$ cat src/rtl/crypix_seq_pkg.sv
// +--------------------------------------------------------------------+
// | crypix_seq_pkg : shared widths, state encoding and helper for      |
// | the CRY pixel sequencer.                Revision: 1.0              |
// +--------------------------------------------------------------------+
`default_nettype none

package crypix_seq_pkg;

  localparam int C_PIX_W = 16;
  localparam int C_LP_W  = 10;
  localparam int C_PW_W  = 3;

  typedef enum logic [0:0] {
    ST_BLANK  = 1'b0,
    ST_ACTIVE = 1'b1
  } state_t;

  // Saturating increment so the pixel count sticks at its maximum.
  function automatic logic [C_LP_W-1:0] sat_inc(input logic [C_LP_W-1:0] v);
    return (&v) ? v : v + 1'b1;
  endfunction

endpackage

`default_nettype wire

$ cat src/rtl/crypix_seq.sv
// +--------------------------------------------------------------------+
// | crypix_seq : pops line-buffer pixels at the pixel-clock rate and   |
// | presents them to the colour converter.  Revision: 1.0              |
// +--------------------------------------------------------------------+
`default_nettype none

module crypix_seq
  import crypix_seq_pkg::*;
(
  input  logic               sys_clk,
  input  logic               resetl,
  input  logic               vclk,
  input  logic               hde,
  input  logic [C_PW_W-1:0]  pwidth,
  input  logic               mode_rgb,
  input  logic [C_PIX_W-1:0] border,
  input  logic               lb_valid,
  input  logic [C_PIX_W-1:0] lb_data,
  output logic               lb_ready,
  input  logic               underflow_clr,
  output logic [C_PIX_W-1:0] cry,
  output logic               rgb,
  output logic               ppd,
  output logic               underflow,
  output logic [C_LP_W-1:0]  line_pix
);

  state_t              r_state,  w_state_nxt;
  logic [C_PIX_W-1:0]  r_cry,    w_cry_nxt;
  logic                r_rgb,    w_rgb_nxt;
  logic                r_ppd,    w_ppd_nxt;
  logic [C_PW_W-1:0]   r_pcnt,   w_pcnt_nxt;
  logic [C_PW_W-1:0]   r_pw,     w_pw_nxt;
  logic [C_LP_W-1:0]   r_lp,     w_lp_nxt;
  logic                r_uf,     w_uf_nxt;
  logic                w_uf_set;
  logic                w_slot;
  logic [C_PW_W-1:0]   w_pcnt_adv;

  assign w_slot     = (r_pcnt == '0);
  assign w_pcnt_adv = (r_pcnt == r_pw) ? '0 : r_pcnt + 1'b1;

  always_ff @(posedge sys_clk or negedge resetl) begin
    if (!resetl) begin
      r_state <= ST_BLANK;
      r_cry   <= '0;
      r_rgb   <= 1'b0;
      r_ppd   <= 1'b0;
      r_pcnt  <= '0;
      r_pw    <= '0;
      r_lp    <= '0;
      r_uf    <= 1'b0;
    end else begin
      r_state <= w_state_nxt;
      r_cry   <= w_cry_nxt;
      r_rgb   <= w_rgb_nxt;
      r_ppd   <= w_ppd_nxt;
      r_pcnt  <= w_pcnt_nxt;
      r_pw    <= w_pw_nxt;
      r_lp    <= w_lp_nxt;
      r_uf    <= w_uf_nxt;
    end
  end

  always_comb begin
    w_state_nxt = r_state;
    w_cry_nxt   = r_cry;
    w_rgb_nxt   = r_rgb;
    w_ppd_nxt   = r_ppd;
    w_pcnt_nxt  = r_pcnt;
    w_pw_nxt    = r_pw;
    w_lp_nxt    = r_lp;
    w_uf_set    = 1'b0;
    lb_ready    = 1'b0;

    if (vclk) begin
      unique case (r_state)
        ST_BLANK: begin
          w_ppd_nxt = 1'b0;
          if (hde) begin
            w_state_nxt = ST_ACTIVE;
            w_pw_nxt    = pwidth;
            w_rgb_nxt   = mode_rgb;
            w_pcnt_nxt  = '0;
            w_lp_nxt    = '0;
          end
        end
        ST_ACTIVE: begin
          if (!hde) begin
            // Line end wins over a pending pop: emit one border pixel.
            w_state_nxt = ST_BLANK;
            w_cry_nxt   = border;
            w_rgb_nxt   = 1'b0;
            w_pcnt_nxt  = '0;
            w_ppd_nxt   = 1'b1;
          end else if (w_slot) begin
            lb_ready   = 1'b1;
            w_cry_nxt  = lb_valid ? lb_data : border;
            w_uf_set   = ~lb_valid;
            w_ppd_nxt  = 1'b1;
            w_lp_nxt   = sat_inc(r_lp);
            w_pcnt_nxt = w_pcnt_adv;
          end else begin
            w_ppd_nxt  = 1'b0;
            w_pcnt_nxt = w_pcnt_adv;
          end
        end
        default: w_state_nxt = ST_BLANK;
      endcase
    end

    w_uf_nxt = w_uf_set ? 1'b1 : (underflow_clr ? 1'b0 : r_uf);
  end

  assign cry       = r_cry;
  assign rgb       = r_rgb;
  assign ppd       = r_ppd;
  assign underflow = r_uf;
  assign line_pix  = r_lp;

endmodule

`default_nettype wire

$ cat config.mk
export PLATFORM = sky130hd
export DESIGN_NAME = crypix_seq
export DESIGN_NICKNAME = d
export VERILOG_FILES = /design/src/rtl/crypix_seq_pkg.sv /design/src/rtl/crypix_seq.sv
export SDC_FILE = /design/constraint.sdc
export NUM_CORES = 1
export LEC_CHECK = 0
export CAP_MARGIN = 20
export CORE_UTILIZATION = 30
export CTS_CLUSTER_DIAMETER = 40
export DETAILED_ROUTE_END_ITERATION = 7
export PLACE_DENSITY_LB_ADDON = 0.12
export SLEW_MARGIN = 0
export SYNTH_ARGS = -nofsm -noshare
export SYNTH_HDL_FRONTEND = slang
export SYNTH_SLANG_ARGS = --single-unit
$ cat constraint.sdc
create_clock -name sys_clk -period 2.4 [get_ports sys_clk]
set_clock_uncertainty 0.05 [all_clocks]
set_input_delay 0.48 -clock sys_clk [delete_from_list [all_inputs] [get_ports sys_clk]]
set_output_delay 0.48 -clock sys_clk [all_outputs]
set_load 0.05 [all_outputs]
==> results by group <==
Die
  – Die H: 80.6 um
  – DIE WIDTH: 80.6 um
  – Core Region: roughly 6000 sq um
  – Full die area: 6500 sq um
  – Row cnt: 28
  – I/O pin total: 72
  – Initial Util: 0.311

Critical path
  – Critical path peak fanout: 4
  – CP peak stage delay: just over 0.5 ns
  – Slowest-stage cell, CP: or4_1
  – Top Family by Delay on Critical Path: simple AND/OR/NAND/NOR gates
  – FF-to-FF End: line_pix[7]
  – Critical path launch point type: primary input
  – CP endpoint kind: register
  – Reg-to-reg startpoint: r_pcnt[0]
  – CP Data Arrival Time: about 2.4 ns
  – FF-to-FF path depth: 6
  – Buffers and inverters on the worst path: 2
  – Req. time, crit path: 2.57 ns
  – FF-to-FF setup slack: approximately 0.47 ns
  – CP Cell Sequence: clkdlybuf4s50_1 > inv_1 > ha_1 > nand2b_2 > a211o_1 > or4_1 > a21oi_1
  – Crit Path Class: primary input to register

Synth
  – Fraction of registers with async set/reset: 1.00
  – #FFs+latches synth: 36
  – Top_reg_cell synth: dfrtp_1
  – Mapped Area: 1850 sq um
  – Register area share after synthesis: 0.486
  – Ys Warns: 0
  – Synthesized Nets: between 200 and 250
  – EDFF count, synth: 0
  – Avg Cell Area, Syn: 9.92 sq um
  – Post-Synthesis Cells: 187
  – Post-synth cell types: 38

Placement
  – Worst slack, placed: -0.130 ns
  – I/O Buffers: ~70
  – Dpl hpwl: 3310 um
  – Placed inst area: 2760 sq um
  – GPL Wtd Cong: 0.784

Pwr
  – Pwr dens: 839 nW/um^2
  – Lkg Pwr: 1.24 nW
  – Peak supply drop: 0.000457 V

Drt
  – Starting DRT DRC Count: 76
  – Avg WL per Cell: about 13 um
  – Number of remaining DRC errors: 0
  – DRT Wirelength: 4450 um
  – Via count: 1639
  – Vias per cell: 4.72
  – First drt pass iteration count: 4
  – Post-route ant nets: 0

Layout
  – Layout area overhead: 53.9%
  – Layout cells sized above 1: 0.103
  – Final Core Density: 0.479
  – ANT cells: 0
  – Final #Nets: 319
  – Finished Cell Area: approximately 2900 sq um

Timing
  – Worst-margin pin slew: 0.818 ns
  – Max-slew violation count: 0
  – Max Clock Freq: 448 MHz
  – RSZ-0062 raised after global routing: false
  – Slew headroom: 0.455
  – Final worst slack: 0.166 ns
  – Setup TNS Final: 0 ns
  – Final Setup Violations: 0
  – Final period utilization: 0.931
  – Final Critical Period: 2.23 ns
  – Hold Fails Final Rpt: 0

Run
  – Max Cap Viol: 0

Clock network
  – Root Driver: clkbuf_8
  – TritonCTS buffer count: 5
  – CTS Buffer Depth: 2
  – Post-CTS Setup Bufs: 0
  – PostCTS Resize Cnt: 0
  – # hold bufs at CTS: 0
  – Clk pin slew, worst setup/hold paths: 0.07 ns
  – TritonCTS clock tree: done
  – H-Tree Depth: 2
  – Later-pin clock latency in the skew report: ~0.29 ns
  – Clock sinks: 36

Status
  – Status: finished clean

Global route
  – Global-route total usage across every layer: 0.153
  – Largest net degree at the start of global routing: 37
  – Number of global-route vias before repair: 1625
  – GRT overflow: 0
  – First-pass GRT wire length: 7510 um
  – Initial antenna violation count: 0

Min path
  – Hold Crit Class: primary input to async pin
## power by group
part           total [mW]  switching, mW  internal [mW]
clock               0.467          0.212          0.256
combinational        1.06          0.650          0.414
sequential          0.864          0.125          0.739
## layout by cell type (no fill, tap or decap), drive strengths merged, types with 2 or more instances in the layout
master         count
nor2              17
mux2               3
nand3              9
inv                7
a21oi             18
o41ai              2
clkdlybuf4s50     69
or3                2
o311ai             3
nand2             12
ha                 5
o21ai             14
clkbuf             7
nand2b             9
dfrtp             36
xnor2              3
nand4              3
buf               15
mux2i             18
nor3               4
## worst max-delay path by stage
stage,from,to,slack (ns),cells past startpoint
after detailed placement,hde,line_pix[5],-0.13,8
after global routing,hde,line_pix[6],0.07,7
after global placement,hde,line_pix[5],-0.1,8
final,hde,line_pix[7],0.17,7
after CTS,hde,line_pix[7],0.18,7
after floorplan,r_state,lb_ready,0.02,3
## cell families (layout without fill, tap and decap cells)
group | Yosys count | after routing | share of synthesized area
xor+xnor | 3 | 3 | 0.0142
buf+inv | 13 | 98 | 0.0270
simple gates | 62 | 62 | 0.169
flops | 36 | 36 | 0.486
mux | 21 | 21 | 0.115
fa+ha+maj | 5 | 5 | 0.0337
compound gates | 47 | 47 | 0.155
## layer usage
metal | share of wire | vias to the layer above | global-route usage
met5 | 0 | - | 0
met3 | 0.036 | 7 | 0.0352
met2 | 0.48 | 37 | 0.245
met1 | 0.46 | 753 | 0.197
met4 | 0.015 | 0 | 0.0643
li1 | - | 842 | -
## flip-flops by register name (all words and copies together) (netlist names)
name       flops
cry           16
line_pix      10
r_pcnt         3
r_pw           3
ppd            1
r_state        1
rgb            1
underflow      1
## synth_stat cells (all sizes together) (2+ instances only)
library cell  instances  area (sq um)
o21ai                14          70.1
nor2                 17          63.8
nand4                 3          18.8
nand2                12          45.0
o41ai                 2          17.5
nand3                 9          45.0
clkbuf                5          18.8
inv                   7          26.3
or3                   2          12.5
nor3                  4          20.0
ha                    5          62.6
nand2b                9          66.3
xnor2                 3          26.3
mux2                  3          33.8
o311ai                3          26.3
dfrtp                36           901
a21oi                18          90.1
mux2i                18           180
## per-stage QoR
stage               power, mW  hold WS [ns]  std cells
CTS                      2.43         0.259        347
finish                   2.40         0.232        347
floorplan                1.53         0.134        187
global placement         1.94         0.415        340
detailed placement       1.95         0.421        340
global route             2.55         0.300        347
## area by class of cell
class | instances | area, sq um
flip-flops and latches | 36 | 901
fillers | 590 | 3100
multi-input cells | 138 | 911
clock buffers | 7 | 96.3
repair buffers | 84 | 826
well taps | 75 | 93.8
inverters | 7 | 26.3
Power figures use the tool's default switching activity.
